--- config.mk ---
export PLATFORM = sky130hd
export DESIGN_NAME = uart_periph
export DESIGN_NICKNAME = d
export VERILOG_FILES = /design/src/rtl/uart_pkg.sv /design/src/rtl/uart_rx.sv /design/src/rtl/uart_periph.sv
export SDC_FILE = /design/constraint.sdc
export NUM_CORES = 1
export LEC_CHECK = 0
export ABC_CLOCK_PERIOD_IN_PS = 2750
export BUFFER_PORTS_ARGS = -buffer_cell sky130_fd_sc_hd__buf_4
export CAP_MARGIN = 10
export CORE_MARGIN = 5
export CORE_UTILIZATION = 45
export CTS_CLUSTER_SIZE = 30
export DETAILED_ROUTE_END_ITERATION = 8
export MAX_ROUTING_LAYER = met4
export PLACE_DENSITY = 0.71
export SYNTH_ARGS = -nofsm -noshare
export SYNTH_HDL_FRONTEND = slang
export SYNTH_SLANG_ARGS = --single-unit
--- constraint.sdc ---
create_clock -name clk -period 2.75 [get_ports clk]
set_clock_uncertainty 0.15 [all_clocks]
set_input_delay 0.55 -clock clk [delete_from_list [all_inputs] [get_ports clk]]
set_output_delay 0.55 -clock clk [all_outputs]
set_load 0.02 [all_outputs]
--- src/rtl/uart_pkg.sv ---
// Shared definitions for the UART peripheral: register addresses, the bit
// layout of the UART_CON register, and the state type used by both the
// transmit and the receive state machines.
package uart_pkg;

    // Word register addresses, matched against the full 32-bit bus address.
    localparam logic [31:0] ADDR_TXD = 32'h4000_0018;
    localparam logic [31:0] ADDR_RXD = 32'h4000_001C;
    localparam logic [31:0] ADDR_CON = 32'h4000_0020;

    // UART_CON bit positions.
    localparam int CON_TX_IRQ_EN = 0;
    localparam int CON_RX_IRQ_EN = 1;
    localparam int CON_TX_BUSY   = 2;
    localparam int CON_RX_VALID  = 3;
    localparam int CON_TX_DONE   = 4;
    localparam int CON_RX_OVR    = 5;
    localparam int CON_RX_FERR   = 6;

    // Frame phase, shared by the TX and RX state machines.
    typedef enum logic [1:0] {
        ST_IDLE  = 2'd0,
        ST_START = 2'd1,
        ST_DATA  = 2'd2,
        ST_STOP  = 2'd3
    } uart_state_t;

endpackage

--- src/rtl/uart_rx.sv ---
// UART receiver: 2-flop synchronizer on the raw line, falling-edge start
// detection, mid-bit sampling of start, 8 data bits (LSB first) and stop.
// Ports:
//   clk, reset  - system clock, synchronous active-high reset
//   rx          - asynchronous serial input, idle high
//   data        - last correctly framed byte (valid when done pulses)
//   done        - one-cycle pulse: byte received with stop bit = 1
//   frame_err   - one-cycle pulse: byte discarded because stop bit = 0
module uart_rx
    import uart_pkg::*;
#(
    parameter int BAUD_DIV = 5208
) (
    input  logic       clk,
    input  logic       reset,
    input  logic       rx,
    output logic [7:0] data,
    output logic       done,
    output logic       frame_err
);

    localparam logic [15:0] DIV_LAST  = 16'(BAUD_DIV - 1);
    localparam logic [15:0] HALF_LAST = 16'(BAUD_DIV / 2 - 1);

    logic [1:0]  sync;
    logic        rx_s;
    logic        rx_prev;
    uart_state_t state;
    logic [15:0] cnt;
    logic [2:0]  bit_idx;
    logic [7:0]  shift;

    assign rx_s = sync[1];

    always_ff @(posedge clk) begin
        if (reset) begin
            sync      <= 2'b11;
            rx_prev   <= 1'b1;
            state     <= ST_IDLE;
            cnt       <= '0;
            bit_idx   <= '0;
            shift     <= '0;
            data      <= '0;
            done      <= 1'b0;
            frame_err <= 1'b0;
        end else begin
            sync      <= {sync[0], rx};
            rx_prev   <= rx_s;
            done      <= 1'b0;
            frame_err <= 1'b0;
            case (state)
                // Only a high-to-low transition starts a frame, so after a
                // bad stop bit the line must return high before re-arming.
                ST_IDLE: begin
                    cnt <= '0;
                    if (rx_prev && !rx_s) begin
                        state <= ST_START;
                    end
                end
                // Half a bit in: still low means a real start bit,
                // high means a glitch and the frame is dropped silently.
                ST_START: begin
                    if (cnt == HALF_LAST) begin
                        cnt     <= '0;
                        bit_idx <= '0;
                        state   <= rx_s ? ST_IDLE : ST_DATA;
                    end else begin
                        cnt <= cnt + 16'd1;
                    end
                end
                ST_DATA: begin
                    if (cnt == DIV_LAST) begin
                        cnt   <= '0;
                        shift <= {rx_s, shift[7:1]};
                        if (bit_idx == 3'd7) begin
                            state <= ST_STOP;
                        end else begin
                            bit_idx <= bit_idx + 3'd1;
                        end
                    end else begin
                        cnt <= cnt + 16'd1;
                    end
                end
                ST_STOP: begin
                    if (cnt == DIV_LAST) begin
                        cnt   <= '0;
                        state <= ST_IDLE;
                        if (rx_s) begin
                            data <= shift;
                            done <= 1'b1;
                        end else begin
                            frame_err <= 1'b1;
                        end
                    end else begin
                        cnt <= cnt + 16'd1;
                    end
                end
                default: state <= ST_IDLE;
            endcase
        end
    end

endmodule

--- src/rtl/uart_periph.sv ---
// Memory-mapped UART peripheral: register decode (TXD, RXD, CON), the
// transmit state machine, status/sticky flags and the interrupt request.
// The receiver lives in uart_rx.
// Ports:
//   clk, reset         - system clock, synchronous active-high reset
//   MemRd, MemWr       - CPU bus read / write strobes
//   Addr, WriteData    - CPU byte address and store data
//   ReadData           - combinational load data (0 when not selected)
//   rx                 - asynchronous serial input
//   tx                 - registered serial output, idle high
//   irq                - registered level interrupt request
module uart_periph
    import uart_pkg::*;
#(
    parameter int BAUD_DIV = 5208
) (
    input  logic        clk,
    input  logic        reset,
    input  logic        MemRd,
    input  logic        MemWr,
    input  logic [31:0] Addr,
    input  logic [31:0] WriteData,
    output logic [31:0] ReadData,
    input  logic        rx,
    output logic        tx,
    output logic        irq
);

    localparam logic [15:0] DIV_LAST = 16'(BAUD_DIV - 1);

    logic        wr_txd, wr_con, rd_rxd, rd_con;
    logic        tx_irq_en, rx_irq_en, tx_done, rx_valid, rx_overrun, rx_frame_err;
    logic        tx_busy, tx_end;
    logic [7:0]  rxd;
    logic [31:0] con_word;
    logic        wdata_unused;

    uart_state_t tx_state;
    logic [15:0] tx_cnt;
    logic [2:0]  tx_bit;
    logic [7:0]  tx_shift;

    logic [7:0]  rx_data;
    logic        rx_done, rx_ferr;

    uart_rx #(.BAUD_DIV(BAUD_DIV)) u_rx (
        .clk       (clk),
        .reset     (reset),
        .rx        (rx),
        .data      (rx_data),
        .done      (rx_done),
        .frame_err (rx_ferr)
    );

    assign wr_txd = MemWr && (Addr == ADDR_TXD);
    assign wr_con = MemWr && (Addr == ADDR_CON);
    assign rd_rxd = MemRd && (Addr == ADDR_RXD);
    assign rd_con = MemRd && (Addr == ADDR_CON);

    assign tx_busy = (tx_state != ST_IDLE);
    assign tx_end  = (tx_state == ST_STOP) && (tx_cnt == DIV_LAST);

    // Only the low byte of store data is meaningful to this block.
    assign wdata_unused = ^WriteData[31:8];

    always_comb begin
        con_word                = '0;
        con_word[CON_TX_IRQ_EN] = tx_irq_en;
        con_word[CON_RX_IRQ_EN] = rx_irq_en;
        con_word[CON_TX_BUSY]   = tx_busy;
        con_word[CON_RX_VALID]  = rx_valid;
        con_word[CON_TX_DONE]   = tx_done;
        con_word[CON_RX_OVR]    = rx_overrun;
        con_word[CON_RX_FERR]   = rx_frame_err;
    end

    always_comb begin
        ReadData = '0;
        if (rd_rxd) begin
            ReadData = {24'h0, rxd};
        end else if (rd_con) begin
            ReadData = con_word;
        end
    end

    // Transmitter: tx is loaded together with the state so the line
    // changes on the same edge the FSM enters each bit.
    always_ff @(posedge clk) begin
        if (reset) begin
            tx_state <= ST_IDLE;
            tx_cnt   <= '0;
            tx_bit   <= '0;
            tx_shift <= '0;
            tx       <= 1'b1;
        end else begin
            case (tx_state)
                ST_IDLE: begin
                    if (wr_txd) begin
                        tx_shift <= WriteData[7:0];
                        tx_cnt   <= '0;
                        tx_bit   <= '0;
                        tx       <= 1'b0;
                        tx_state <= ST_START;
                    end
                end
                ST_START: begin
                    if (tx_cnt == DIV_LAST) begin
                        tx_cnt   <= '0;
                        tx       <= tx_shift[0];
                        tx_shift <= {1'b0, tx_shift[7:1]};
                        tx_state <= ST_DATA;
                    end else begin
                        tx_cnt <= tx_cnt + 16'd1;
                    end
                end
                ST_DATA: begin
                    if (tx_cnt == DIV_LAST) begin
                        tx_cnt <= '0;
                        if (tx_bit == 3'd7) begin
                            tx       <= 1'b1;
                            tx_state <= ST_STOP;
                        end else begin
                            tx_bit   <= tx_bit + 3'd1;
                            tx       <= tx_shift[0];
                            tx_shift <= {1'b0, tx_shift[7:1]};
                        end
                    end else begin
                        tx_cnt <= tx_cnt + 16'd1;
                    end
                end
                ST_STOP: begin
                    if (tx_cnt == DIV_LAST) begin
                        tx_cnt   <= '0;
                        tx_state <= ST_IDLE;
                    end else begin
                        tx_cnt <= tx_cnt + 16'd1;
                    end
                end
                default: tx_state <= ST_IDLE;
            endcase
        end
    end

    // Status flags: a set event always takes priority over a clearing read
    // on the same edge, so no event is lost.
    always_ff @(posedge clk) begin
        if (reset) begin
            tx_irq_en    <= 1'b0;
            rx_irq_en    <= 1'b0;
            tx_done      <= 1'b0;
            rx_valid     <= 1'b0;
            rx_overrun   <= 1'b0;
            rx_frame_err <= 1'b0;
            rxd          <= '0;
            irq          <= 1'b0;
        end else begin
            if (wr_con) begin
                tx_irq_en <= WriteData[CON_TX_IRQ_EN];
                rx_irq_en <= WriteData[CON_RX_IRQ_EN];
            end

            if (rx_done) begin
                rxd      <= rx_data;
                rx_valid <= 1'b1;
            end else if (rd_rxd) begin
                rx_valid <= 1'b0;
            end

            if (rx_done && rx_valid) begin
                rx_overrun <= 1'b1;
            end else if (rd_con) begin
                rx_overrun <= 1'b0;
            end

            if (rx_ferr) begin
                rx_frame_err <= 1'b1;
            end else if (rd_con) begin
                rx_frame_err <= 1'b0;
            end

            if (tx_end) begin
                tx_done <= 1'b1;
            end else if (rd_con) begin
                tx_done <= 1'b0;
            end

            irq <= (tx_irq_en && tx_done) || (rx_irq_en && rx_valid);
        end
    end

endmodule

; Word-level counts from Yosys, hierarchy flattened
; Index checks and enable logic that the tools add are counted.
[classes]
n_addsub = 4
eq_ne = 26
n_mux = 47
bitwise_logic = 2
n_reduce_logical = 32
[op_table]
columns = cell, n
row1 = == test 32 x 31 -> 1 bit (second input constant), 3
row2 = 2-to-1 mux 16 bit, 4
row3 = one-hot mux 16 bit (3 select lines), 1
row4 = 2-to-1 mux 8 bit, 5
row5 = adder 16 x 1 -> 16 bit (second input constant), 2
row6 = == test 16 x 13 -> 1 bit (second input constant), 2
row7 = one-hot mux 16 bit (2 select lines), 1
row8 = one-hot mux 8 bit (3 select lines), 1
row9 = 2-to-1 mux 2 bit, 11
row10 = 2-to-1 mux 3 bit, 6
row11 = == test 16 x 12 -> 1 bit (second input constant), 1
row12 = one-hot mux 2 bit (4 select lines), 2
row13 = AND reduction 5 bit, 3
row14 = nonzero test 2 bit, 7
row15 = 2-to-1 mux 1 bit, 12
row16 = inequality test 2 x 1 -> 1 bit (second input constant), 6
row17 = inequality test 2 bit (second input constant), 6
row18 = one-hot mux 3 bit (2 select lines), 2
row19 = AND reduction 4 bit, 3
row20 = logical AND 1 bit, 9
row21 = == test 2 bit (second input constant), 4
row22 = 2-to-1 mux 7 bit, 1
row23 = adder 3 x 1 -> 3 bit (second input constant), 2
row24 = == test 3 bit (second input constant), 2
row25 = 11 further kinds, 15
[totals]
register_bits = 87
inputBits = 69
out_inout_bits = 34

; Depth between registers and ports, before layout
[logic_depth]
word_depth = 4
ltp_mapped = 9
ltp_nobuf = 7

; Cells and area by module
; A second synthesis with hierarchy kept.
[hier_totals]
cells_unflattened = 527
area_unflattened_um2 = 4623.2
[modules_own_cells]
columns = module, instances, cells_each, area_each_um2, seq_area_each_um2
row1 = uart_periph, 1, 311, 2725.1, 900.9
row2 = uart_rx, 1, 216, 1898.1, 840.8

; Least setup slack after synthesis
; Ideal clock, no wire load.
[synth_path]
kind = input port to output port
from = input Addr[11]
to = output ReadData[2]
arrival_ns = 2.197
slack_ns = -0.147
stages = 4
path_buffers = 0
cell_sequence = or4_1 nor4_1 nand4_1 o21ai_0
[synth_between]
elab_chain_len = 4
elab_cells_between_ends = 6
classes_between = eq/ne (2) / mux (2) / reduce/logical (2)
[synth_lines]
columns = element, line_no
row1 = "start, declared", uart_periph.sv:21  ; input logic [31:0] Addr,
row2 = == test 32 x 31 -> 1 bit, uart_periph.sv:58  ; assign rd_con = MemRd && (Addr == ADDR_CON);
row3 = logical AND 1 bit, uart_periph.sv:58
row4 = 2-to-1 mux 7 bit, uart_periph.sv:81  ; end else if (rd_con) begin
row5 = 2-to-1 mux 8 bit (*), uart_periph.sv:79  ; if (rd_rxd) begin
row6 = "end, declared", uart_periph.sv:23  ; output logic [31:0] ReadData,
; Mark *: on every way between the ends. The rest lies on a longest branch, timed or not.

; Final worst setup path
[layout_path]
from = input Addr[8]
to = output ReadData[2]
; The elaborated chain is that of the path after synthesis.

==> impl_metrics.tcl <==
set metrics [dict create \
    hp-class "primary input to register" \
    final_common_cell "dfxtp_1" \
    clk_latency_ns 0.37 \
    first_iter_violations 155 \
    required_ns 2.05 \
    grt_max_degree 38 \
    cts-root-buf "clkbuf_8" \
    crit_type "primary input to output port" \
    r2r-start "tx_cnt[5]" \
    grt_overflow 0 \
    grt_pass1_wl_mm 15.9 \
    min_from "rx" \
    rsz0062_at_grt "true" \
    grt_util_all_layers 0.170 \
    diodes 0 \
    portBuffers 54 \
    irDropWorstVdd_v 0.000202 \
    place_inst 681 \
    die-area_um2 11800 \
    finalMaxSlewViolations 0 \
    netlist.area_leader.share 0.399 \
    critPathMaxStageDelay_ns 0.55 \
    gp_congestion 0.854 \
    power.density_nw_per_um2 462 \
    layout_setup_ws_ns -0.0418 \
    first_pass_iters 4 \
    start_kind "primary input" \
    ant_nets 0 \
    maxCapViolations 0 \
    max_slew.worst_pin.slew_ns 0.650 \
    hold_end "u_rx.sync[0]" \
    whs_path_depth 2 \
    finalCritPeriodShare 1.02 \
    async_flop_share 0 \
    tns_ns -0.160 \
    antenna_found_initial 0 \
    reg2reg_depth 5 \
    synthTopCellsByArea "dfxtp_1 (40%), mux2i_1 (8.3%), nor2_1 (5.2%)" \
    cp_max_fo 2 \
    synth_edf_count 0 \
    finalNetCount 643 \
    outcome "finished, violations left" \
    cp_cell_sequence "buf_6 > or4_4 > nor4_4 > buf_4 > nand4_1 > o21ai_2 > buf_6" \
    ios 103 \
    clockBufferDepth 2 \
    htree_levels 3 \
    hold_viol 0 \
    numCtsBuffers 9 \
    stdcell_count 702 \
    worstReg2RegEnd "tx_shift[7]" \
    start_util 0.453 \
    avgSynthCellArea_um2 8.65 \
    core-area_um2 9640 \
    synth-seq-cells 87 \
    wl_per_cell_um 13.7 \
    dpl.hpwl_mm 6.75 \
    syn-cell-area_um2 4370 \
    synth.distinct_cells 59 \
    setup_violations 7 \
    fin_crit_ns 2.79 \
    final_cell_mix "dfxtp_1 (87), nor2_1 (61), buf_4 (61)" \
    cts.reportedPaths.clkPinSlew_ns 0.09 \
    syn_inst 505 \
    fmax_ghz 0.358 \
    hold_slack_ns 0.213 \
    violations "negative setup slack" \
    p_leak_nw 2.06 \
    grt_pass1_vias 3599 \
    drive_gt1_frac 0.200 \
    dieHeight_um 109 \
    syn2layout_area_growth_pct 20.3 \
    ctsHoldBuffers 0 \
    vias 3783 \
    slowest_stage "or4_4" \
    fp.dieW_um 109 \
    yosysSeqAreaShare 0.399 \
    crit_top_cell "buf_6" \
    relSlewSlack 0.567 \
    final_util 0.545 \
    synthFlopType "dfxtp_1" \
    cts_tree "yes" \
    vias_per_cell 5.39 \
    synth_warnings 0 \
    crit_arrival_ns 2.09 \
    crit_path_end_kind "output port" \
    routed_wl_mm 9.65 \
    drcViolationCount 0 \
    clock-sinks 87 \
    row_count 36 \
    synth_top_area_cell "dfxtp_1" \
    r2r_setup_slack_ns 0.09 \
]
==> synth_stat cells (all sizes together), types with 3 or more instances <==
cell and number:
dfxtp 87, nor2 61, nand2 52, mux2i 36, buf 25, clkbuf 25
nand3 20, a21oi 13, inv 13, a311oi 12, nand2b 11, and3 10
ha 10, nand4 9, nor4 9, o211ai 8, o21ai 8, xor2 8
a22o 7, a31oi 7, and4 7, nor3 7, or2 6, or4 6
xnor2 6, nand4b 4, a22oi 3, and2 3, nor4b 3, or4b 3
==> stage by stage <==
| stage | setup slack, ns | power (mW) | area [µm²] |
|---|---|---|---|
| 2_1_floorplan | -0.00890 | 1.38 | 4460 |
| 3_3_place_gp | -0.206 | 1.42 | 4870 |
| 3_5_place_dp | -0.233 | 1.42 | 4870 |
| 4_1_cts | -0.0865 | 2.45 | 5200 |
| 5_1_grt | -0.101 | 2.53 | 5250 |
| 6_report | -0.0418 | 2.43 | 5250 |
==> worst max path at each step <==
stage / to / cells past startpoint / from / slack, ns
floorplan: ReadData[0] / 5 / Addr[11] / -0.009
global placement: ReadData[4] / 6 / Addr[7] / -0.21
detailed placement: ReadData[2] / 7 / Addr[11] / -0.23
CTS: ReadData[2] / 7 / Addr[12] / -0.09
global route: ReadData[2] / 7 / Addr[8] / -0.10
finish: ReadData[2] / 7 / Addr[8] / -0.04
==> layer usage <==
layer | global-route usage | vias up | part of all wire
met3 | 0.0370 | 14 | 0.076
met4 | 0.0712 | 0 | 0.014
met5 | - | - | 0
li1 | - | 1879 | -
met1 | 0.202 | 1785 | 0.42
met2 | 0.278 | 105 | 0.49
==> power breakdown <==
part / switching [mW] / internal, mW / leakage [nW]
clock network: 0.475 / 0.549 / 0.115
logic: 0.0775 / 0.0601 / 1.24
registers: 0.00263 / 1.26 / 0.701
==> state kept, by name, summed over array words and instances, names as in the netlist, named ones only <==
signal and cells:
rx_frame_err 1, u_rx.bit_idx 3, irq 1, tx_shift 8, u_rx.done 1, tx_cnt 16, u_rx.cnt 16, u_rx.rx_prev 1
tx_bit 3, u_rx.state 1, rx_irq_en 1, u_rx.sync 2, rxd 8, tx_irq_en 1, tx_done 1, rx_overrun 1
u_rx.shift 8, tx 1, u_rx.data 8, rx_valid 1, u_rx.frame_err 1, tx_state 2
==> critical path: cells and delay by family <==
kind	cells	cell delay [ns]
and+or+nand+nor	3	0.97
AOI/OAI and AO/OA	1	0.19
buffers and inverters	3	0.39
==> kinds of logic after synthesis <==
logic type	Yosys count	synth area share
simple gates	217	0.257
compound gates	76	0.126
fa+ha+maj	10	0.0287
buf+inv	64	0.0774
other cells	1	0.000859
mux	36	0.0825
xor+xnor	14	0.0281
flops	87	0.399
==> final cells by class <==
cell class / count / area (µm²)
fillers: 895 / 4390
multi-input cells: 378 / 2450
flip-flops and latches: 87 / 1740
repair buffers: 74 / 604
well taps: 133 / 166
clock buffers: 10 / 138
clock inverters: 6 / 96.3
inverters: 14 / 52.6
==> what timing repair did <==
item                       4_1_cts  5_1_grt
pin swaps                       11       14
setup endpoints to repair        8        8
gates resized for setup         18       10
hold endpoints to repair         0        0
gates cloned                     1        0
setup buffers                    2        2
Power figures use the tool's default switching activity.
